<file path="src/rtl/microwave_ctrl.sv">
// Microwave sequencer: keypad entry buffer, cook/pause/done FSM, timer control.
// Optional CTRL_QUICKSTART_EN: start with an empty buffer loads 00:30 and cooks.
module microwave_ctrl #(
  parameter int NDIGITS   = 4,
  parameter int DONE_HOLD = 8
) (
  input  logic                 clk,
  input  logic                 rst,
  input  logic [3:0]           key_d,
  input  logic                 key_loadn,
  input  logic                 start,
  input  logic                 stop_clear,
  input  logic                 door_closed,
  input  logic                 timer_zero,
  output logic                 key_enablen,
  output logic [4*NDIGITS-1:0] digits,
  output logic                 timer_load,
  output logic                 timer_en,
  output logic                 magnetron_on,
  output logic                 done
);

  localparam int W  = 4 * NDIGITS;
  localparam int CW = (DONE_HOLD > 1) ? $clog2(DONE_HOLD) : 1;
  localparam logic [CW-1:0] HOLD_LAST = CW'(DONE_HOLD - 1);
`ifdef CTRL_QUICKSTART_EN
  localparam logic [W-1:0] QS_LOAD = W'(8'h30);
`endif

  typedef enum logic [1:0] {
    IDLE  = 2'd0,
    COOK  = 2'd1,
    PAUSE = 2'd2,
    DONE  = 2'd3
  } state_t;

  state_t          state_q;
  logic [W-1:0]    digits_q;
  logic [CW-1:0]   hold_q;
  logic            key_loadn_q;
  logic            timer_load_q;

  logic key_edge;
  logic key_ok;
  logic go;

  // One capture per press: only the high-to-low transition of the strobe.
  assign key_edge = key_loadn_q & ~key_loadn;
  assign key_ok   = (key_d <= 4'd9);
  assign go       = start & door_closed;

  always_ff @(posedge clk) begin
    if (rst) begin
      state_q      <= IDLE;
      digits_q     <= '0;
      hold_q       <= '0;
      key_loadn_q  <= 1'b1;
      timer_load_q <= 1'b0;
    end else begin
      key_loadn_q  <= key_loadn;
      timer_load_q <= 1'b0;
      unique case (state_q)
        IDLE: begin
          if (stop_clear) begin
            digits_q <= '0;
          end else begin
            if (key_edge && key_ok) begin
              digits_q <= {digits_q[W-5:0], key_d};
            end
            // Start decision uses the buffer as it stood before this edge.
            if (go && (digits_q != '0)) begin
              state_q      <= COOK;
              timer_load_q <= 1'b1;
            end
`ifdef CTRL_QUICKSTART_EN
            else if (go) begin
              digits_q     <= QS_LOAD;
              state_q      <= COOK;
              timer_load_q <= 1'b1;
            end
`endif
          end
        end
        COOK: begin
          if (timer_zero) begin
            state_q <= DONE;
          end else if (stop_clear || !door_closed) begin
            state_q <= PAUSE;
          end
        end
        PAUSE: begin
          if (stop_clear) begin
            state_q  <= IDLE;
            digits_q <= '0;
          end else if (go) begin
            state_q <= COOK;
          end
        end
        DONE: begin
          if (stop_clear || (hold_q == HOLD_LAST)) begin
            state_q  <= IDLE;
            digits_q <= '0;
            hold_q   <= '0;
          end else begin
            hold_q <= hold_q + 1'b1;
          end
        end
        default: state_q <= IDLE;
      endcase
    end
  end

  assign key_enablen  = (state_q != IDLE);
  assign timer_en     = (state_q == COOK);
  assign magnetron_on = (state_q == COOK);
  assign done         = (state_q == DONE);
  assign timer_load   = timer_load_q;
  assign digits       = digits_q;

endmodule

</file>
<file path="config.mk">
export PLATFORM = sky130hd
export DESIGN_NAME = microwave_ctrl
export DESIGN_NICKNAME = d
export VERILOG_FILES = /design/src/rtl/microwave_ctrl.sv
export SDC_FILE = /design/constraint.sdc
export NUM_CORES = 1
export LEC_CHECK = 0
export CORE_MARGIN = 4
export CORE_UTILIZATION = 44
export CTS_BUF_LIST = sky130_fd_sc_hd__clkbuf_16
export CTS_CLUSTER_DIAMETER = 30
export DETAILED_ROUTE_END_ITERATION = 7
export GPL_TIMING_DRIVEN = 0
export PLACE_DENSITY = 0.89
export SLEW_MARGIN = 25
export SYNTH_ARGS = -nofsm -noshare
export SYNTH_HDL_FRONTEND = slang
export SYNTH_SLANG_ARGS = --single-unit
</file>
<file path="constraint.sdc">
create_clock -name clk -period 2.04 [get_ports clk]
set_input_delay 0.204 -clock clk [delete_from_list [all_inputs] [get_ports clk]]
set_output_delay 0.204 -clock clk [all_outputs]
set_load 0.01 [all_outputs]
</file>
# After elaboration in Yosys (flattened, before gate mapping)
# Cells that the tools add are included.
[totals] inputBits=11 latchBits=0 rom_bits=0 output_inout_bits=21 ff_bits=23 ramBits=0 n_memories=0 elab_cells=49
[classes] div_mod_pow=0 reduce_logical=12 addsub=1 n_mux=15 n_lt_le_gt_ge=1 n_eq_ne=11 bitwise=4 shifts=0 multipliers=0
[op_table] operator="2-to-1 mux 16 bit" n=4
[op_table] operator="case mux 16 bit (3 select lines)" n=1
[op_table] operator="nonzero test 16 bit" n=1
[op_table] operator="2-to-1 mux 2 bit" n=7
[op_table] operator="case mux 2 bit (4 select lines)" n=1
[op_table] operator="!= test 2 bit, second input constant" n=3
[op_table] operator="!= test 3 bit, second input constant" n=2
[op_table] operator="AND reduction 5 bit" n=1
[op_table] operator="equality test 2 bit, second input constant" n=2
[op_table] operator="less-or-equal comparator 4 bit, second input constant" n=1
[op_table] operator="AND reduction 4 bit" n=1
[op_table] operator="adder 3 x 1 -> 3 bit, second input constant" n=1
[op_table] operator="equality test 3 bit, second input constant" n=1
[op_table] operator="2-to-1 mux 3 bit" n=1
[op_table] operator="!= test 3 x 2 -> 1 bit, second input constant" n=1
[op_table] operator="nonzero test 3 bit" n=1
[op_table] operator="OR reduction 3 bit" n=1
[op_table] operator="bitwise AND 1 bit" n=2
[op_table] operator="equality test 2 x 1 -> 1 bit, second input constant" n=1
[op_table] operator="logical AND 1 bit" n=2
[op_table] operator="zero test 2 bit" n=1
[op_table] operator="logical OR 1 bit" n=2
[op_table] operator="!= test 2 x 1 -> 1 bit, second input constant" n=1
[op_table] operator="inverter 1 bit" n=2
[op_table] operator="other kinds (3)" n=3

# Depth between registers and ports, before layout
[logic_depth] word_depth=6 ltp_mapped=7 ltp_nobuf=6

# Least setup slack after synthesis
# Ideal clock, no wire load.
[synth_timing] path_kind="register to register" start="register hold_q[0]" end="register digits_q[5] (netlist: digits[5])" period_less_slack_ps=1495 slack_ps=545 stages_incl_launch_ff=8 setup_time_ps=57 t_required_ps=1983 arrival_ps=1438 path_buffers=1 cell_sequence="dfxtp_1 > ha_1 > ha_1 > o21ai_0 > nand2_1 > a21oi_4 > buf_4 > a22o_2"
[synth_via] elab_chain_len=4
[synth_lines] element="start: declaration" line="39" rtl="logic [CW-1:0] hold_q;"
[synth_lines] element="start signal: assignment" line="105" rtl="hold_q <= hold_q + 1'b1;"
[synth_lines] element="equality test 3 bit" line="100" rtl="if (stop_clear || (hold_q == HOLD_LAST)) begin"
[synth_lines] element="logical OR 1 bit" line="100"
[synth_lines] element="!= test 2 x 1 -> 1 bit (no line)"
[synth_lines] element="AND reduction 4 bit (no line)"
[synth_lines] element="end signal: assignment" line="68" rtl="digits_q <= {digits_q[W-5:0], key_d};"
[synth_lines] element="end: declaration" line="38" rtl="logic [W-1:0] digits_q;"
# Every way passes these cells.
# A chain may end at the register's enable or synchronous reset.

# Worst setup path in the final report
[layout_timing] start="register hold_q[0]" end="register digits_q[4] (netlist: digits[4])"
# Same word-level chain as after synthesis.

==> impl_results.md <==
* Status: completed
* Row cnt at 16
* Overflow after GRT at 0
* Hold_buf cts at 0
* Final setup skew at 0.002194 ns
* Syn nets at 101
* Critical path arrival at 2.02 ns
* Finish-stage setup viols at 0
* EDFF count, synth at 0
* Share of the synthesized area in the top cell type at 48.17%
* # port buffers at 31
* Starting Density at 47.28%
* DP Area at around 0.0013 mm²
* Number of inserted diodes at 0
* Power per cell area at 689.5 mW/mm²
* Critical R2R Capture: digits[4]
* Die width at between 50 and 60 µm
* Most frequent cells after synthesis: dfxtp_1 (23), a22o_2 (15), nor2_1 (6), o21ai_0 (5)
* Leak Pwr at 0.0005531 µW
* CTS buffer count at 3
* Min setup slack post-route at 0.2189 ns
* Synth area leaders: dfxtp_1 (48%), a22o_2 (16%), ha_1 (2.6%), nor4_1 (2.6%), o21ai_0 (2.6%)
* Nets at 137
* DRT iter0 DRCs at 41
* Hold WC Path Type: reg2reg
* CP Max Fanout at 10
* Post-CTS Resized at 0
* Drc violations at 0
* Worst-Skew Late Latency at 0.25 ns
* WHS at 0.5204 ns
* Req. time, crit path at 2.24 ns
* CTS tree: done
* Routed wire length per instance at 16.59 µm
* # IOs at 32
* Crit path launch type: flop
* R2r setup slk at 0.22 ns
* Setup Buffers After CTS at 0
* Share of cells above drive strength 1 at 23.58%
* RSZ-0062 raised after global routing: no
* RePlAce Congestion at 0.8439
* Hold Vio Cnt, Final at 0
* Die area at roughly 0.003 mm²
* Clock buffer depth at 2
* Max-cap viol count at 0
* Final Cell Area at between 0.001 and 0.0015 mm²
* Vias in the first global route at 865
* Synth Flop Type: dfxtp_1
* Cells after Synth at 88
* Largest area contributor in the netlist: dfxtp_1
* Number of distinct library cells after synthesis at 27
* Tmin final at about 1.8 ns
* GRT Util Overall at 19.83%
* Hold path startpoint: hold_q[1]
* Setup_tns at 0 ns
* Measured slew at the worst slew-check pin at 0.3570 ns
* Cell Area, Synth at 955.9 µm²
* Core box area at a little over 0.002 mm²
* Pre-CTS WS at 0.1180 ns
* Root Buffer: clkbuf_16
* Final wirelength at 2.489 mm
* FFs w/ async S/R, synth at 0%
* Antenna violations before repair at 0
* CTS Sinks at 23
* WHS Endpoint: hold_q[1]
* First-pass GRT wire length at 4.126 mm
* Seq/Total Area, Yosys at 48.17%
* Hpwl dp at 1.684 mm
* Reg-to-reg startpoint: hold_q[0]
* WS Path Type: reg2reg
* Vias per cell at 5.647
* Max Slew Vio Count at 0
* Endpoint class of the critical path: flop
* Hold Crit Depth at 2
* Syn avg cell area at 10.86 µm²
* Pin count of the biggest net entering global routing at 13
* Die Y at 54.61 µm
* DR pass1 iterations at 4
* H-tree levels at 1
* Post-layout util at 68.19%
* Area growth from synthesis to layout at 44.24%
* Rel. slew slack at 76.12%
* Clock slew at reported path FFs at 0.06 ns
* Post-route ant nets at 0
* Worst IR Drop VDD at between 0.4 and 0.5 mV
* Via Count at 847
* Yosys Warn Count at 0
* Max frequency at 549.1 MHz
* Reg2Reg Depth at 7
* Count leader, synth: dfxtp_1
* Final period util at 89.27%
* Yosys reg bits at 23
-- area by class of cell --
class,instances,area [µm²]
multi-input cells,59,446.7
clock inverters,1,3.754
plain buffers,4,41.29
repair buffers,31,310.3
well taps,27,33.78
fillers,157,643.1
clock buffers,3,75.07
inverters,2,7.507
flip-flops and latches,23,460.4
-- stage by stage --
| stage | power [µW] | std cells |
|---|---|---|
| 3_5_place_dp | 543.7 | 146 |
| 4_1_cts | 950.8 | 150 |
| 6_report | 950.8 | 150 |
| 5_1_grt | 975.1 | 150 |
| 3_3_place_gp | 542.0 | 146 |
| 2_1_floorplan | 504.3 | 88 |
-- logic make-up after synthesis --
| logic type | synth area share (%) |
|---|---|
| buf+inv | 5.104 |
| fa+ha+maj | 2.617 |
| flops | 48.17 |
| compound gates | 26.70 |
| simple gates | 17.41 |
-- sequential cells by signal (all words and copies together), names as in the netlist --
| register | flops |
|---|---|
| key_loadn_q | 1 |
| digits | 16 |
| state_q | 2 |
| timer_load | 1 |
| hold_q | 3 |
-- worst max-delay path, cell delays in order, from the launching register on --
cell	delay, ns
dfxtp_1	0.34
ha_1	0.20
ha_1	0.22
o21ai_0	0.20
nand2_1	0.13
a21oi_4	0.28
buf_4	0.23
a22o_2	0.17
-- layout by cell type (no fill, tap or decap), types with 2 or more instances in the layout --
cell             synthesis  routed
clkdlybuf4s50_1          0      31
dfxtp_1                 23      23
a22o_2                  15      15
nor2_1                   6       6
o21ai_0                  5       5
a21oi_1                  4       4
nor4_1                   4       4
nand2_1                  3       3
inv_1                    2       3
nand2b_1                 3       3
clkbuf_16                0       3
buf_4                    2       2
nand3_1                  2       2
nor3_1                   2       2
a22oi_1                  2       2
ha_1                     2       2
-- worst max path at each step --
| stage | from | to | slack, ns | depth (start not counted) |
|---|---|---|---|---|
| final | hold_q[0] | digits[4] | 0.22 | 7 |
| after global routing | hold_q[0] | digits[8] | 0.13 | 7 |
| after CTS | hold_q[0] | digits[4] | 0.25 | 7 |
| after detailed placement | key_d[1] | digits[10] | 0.12 | 6 |
| after global placement | key_d[1] | digits[2] | 0.17 | 6 |
| after floorplan | hold_q[0] | digits[5] | 0.54 | 7 |
-- power by group --
| part | switching (µW) | total, µW | internal (µW) |
|---|---|---|---|
| Sequential | 3.66 | 457 | 453 |
| Clock | 154 | 415 | 261 |
| Combinational | 36.7 | 78.6 | 41.9 |
-- routing by layer --
layer	GRT usage, %	share of wire, %
met3	2.452	4.8
met4	12.45	2.7
met1	24.96	40
met2	31.69	53
met5	0	0
(Power assumes the default switching activity.)
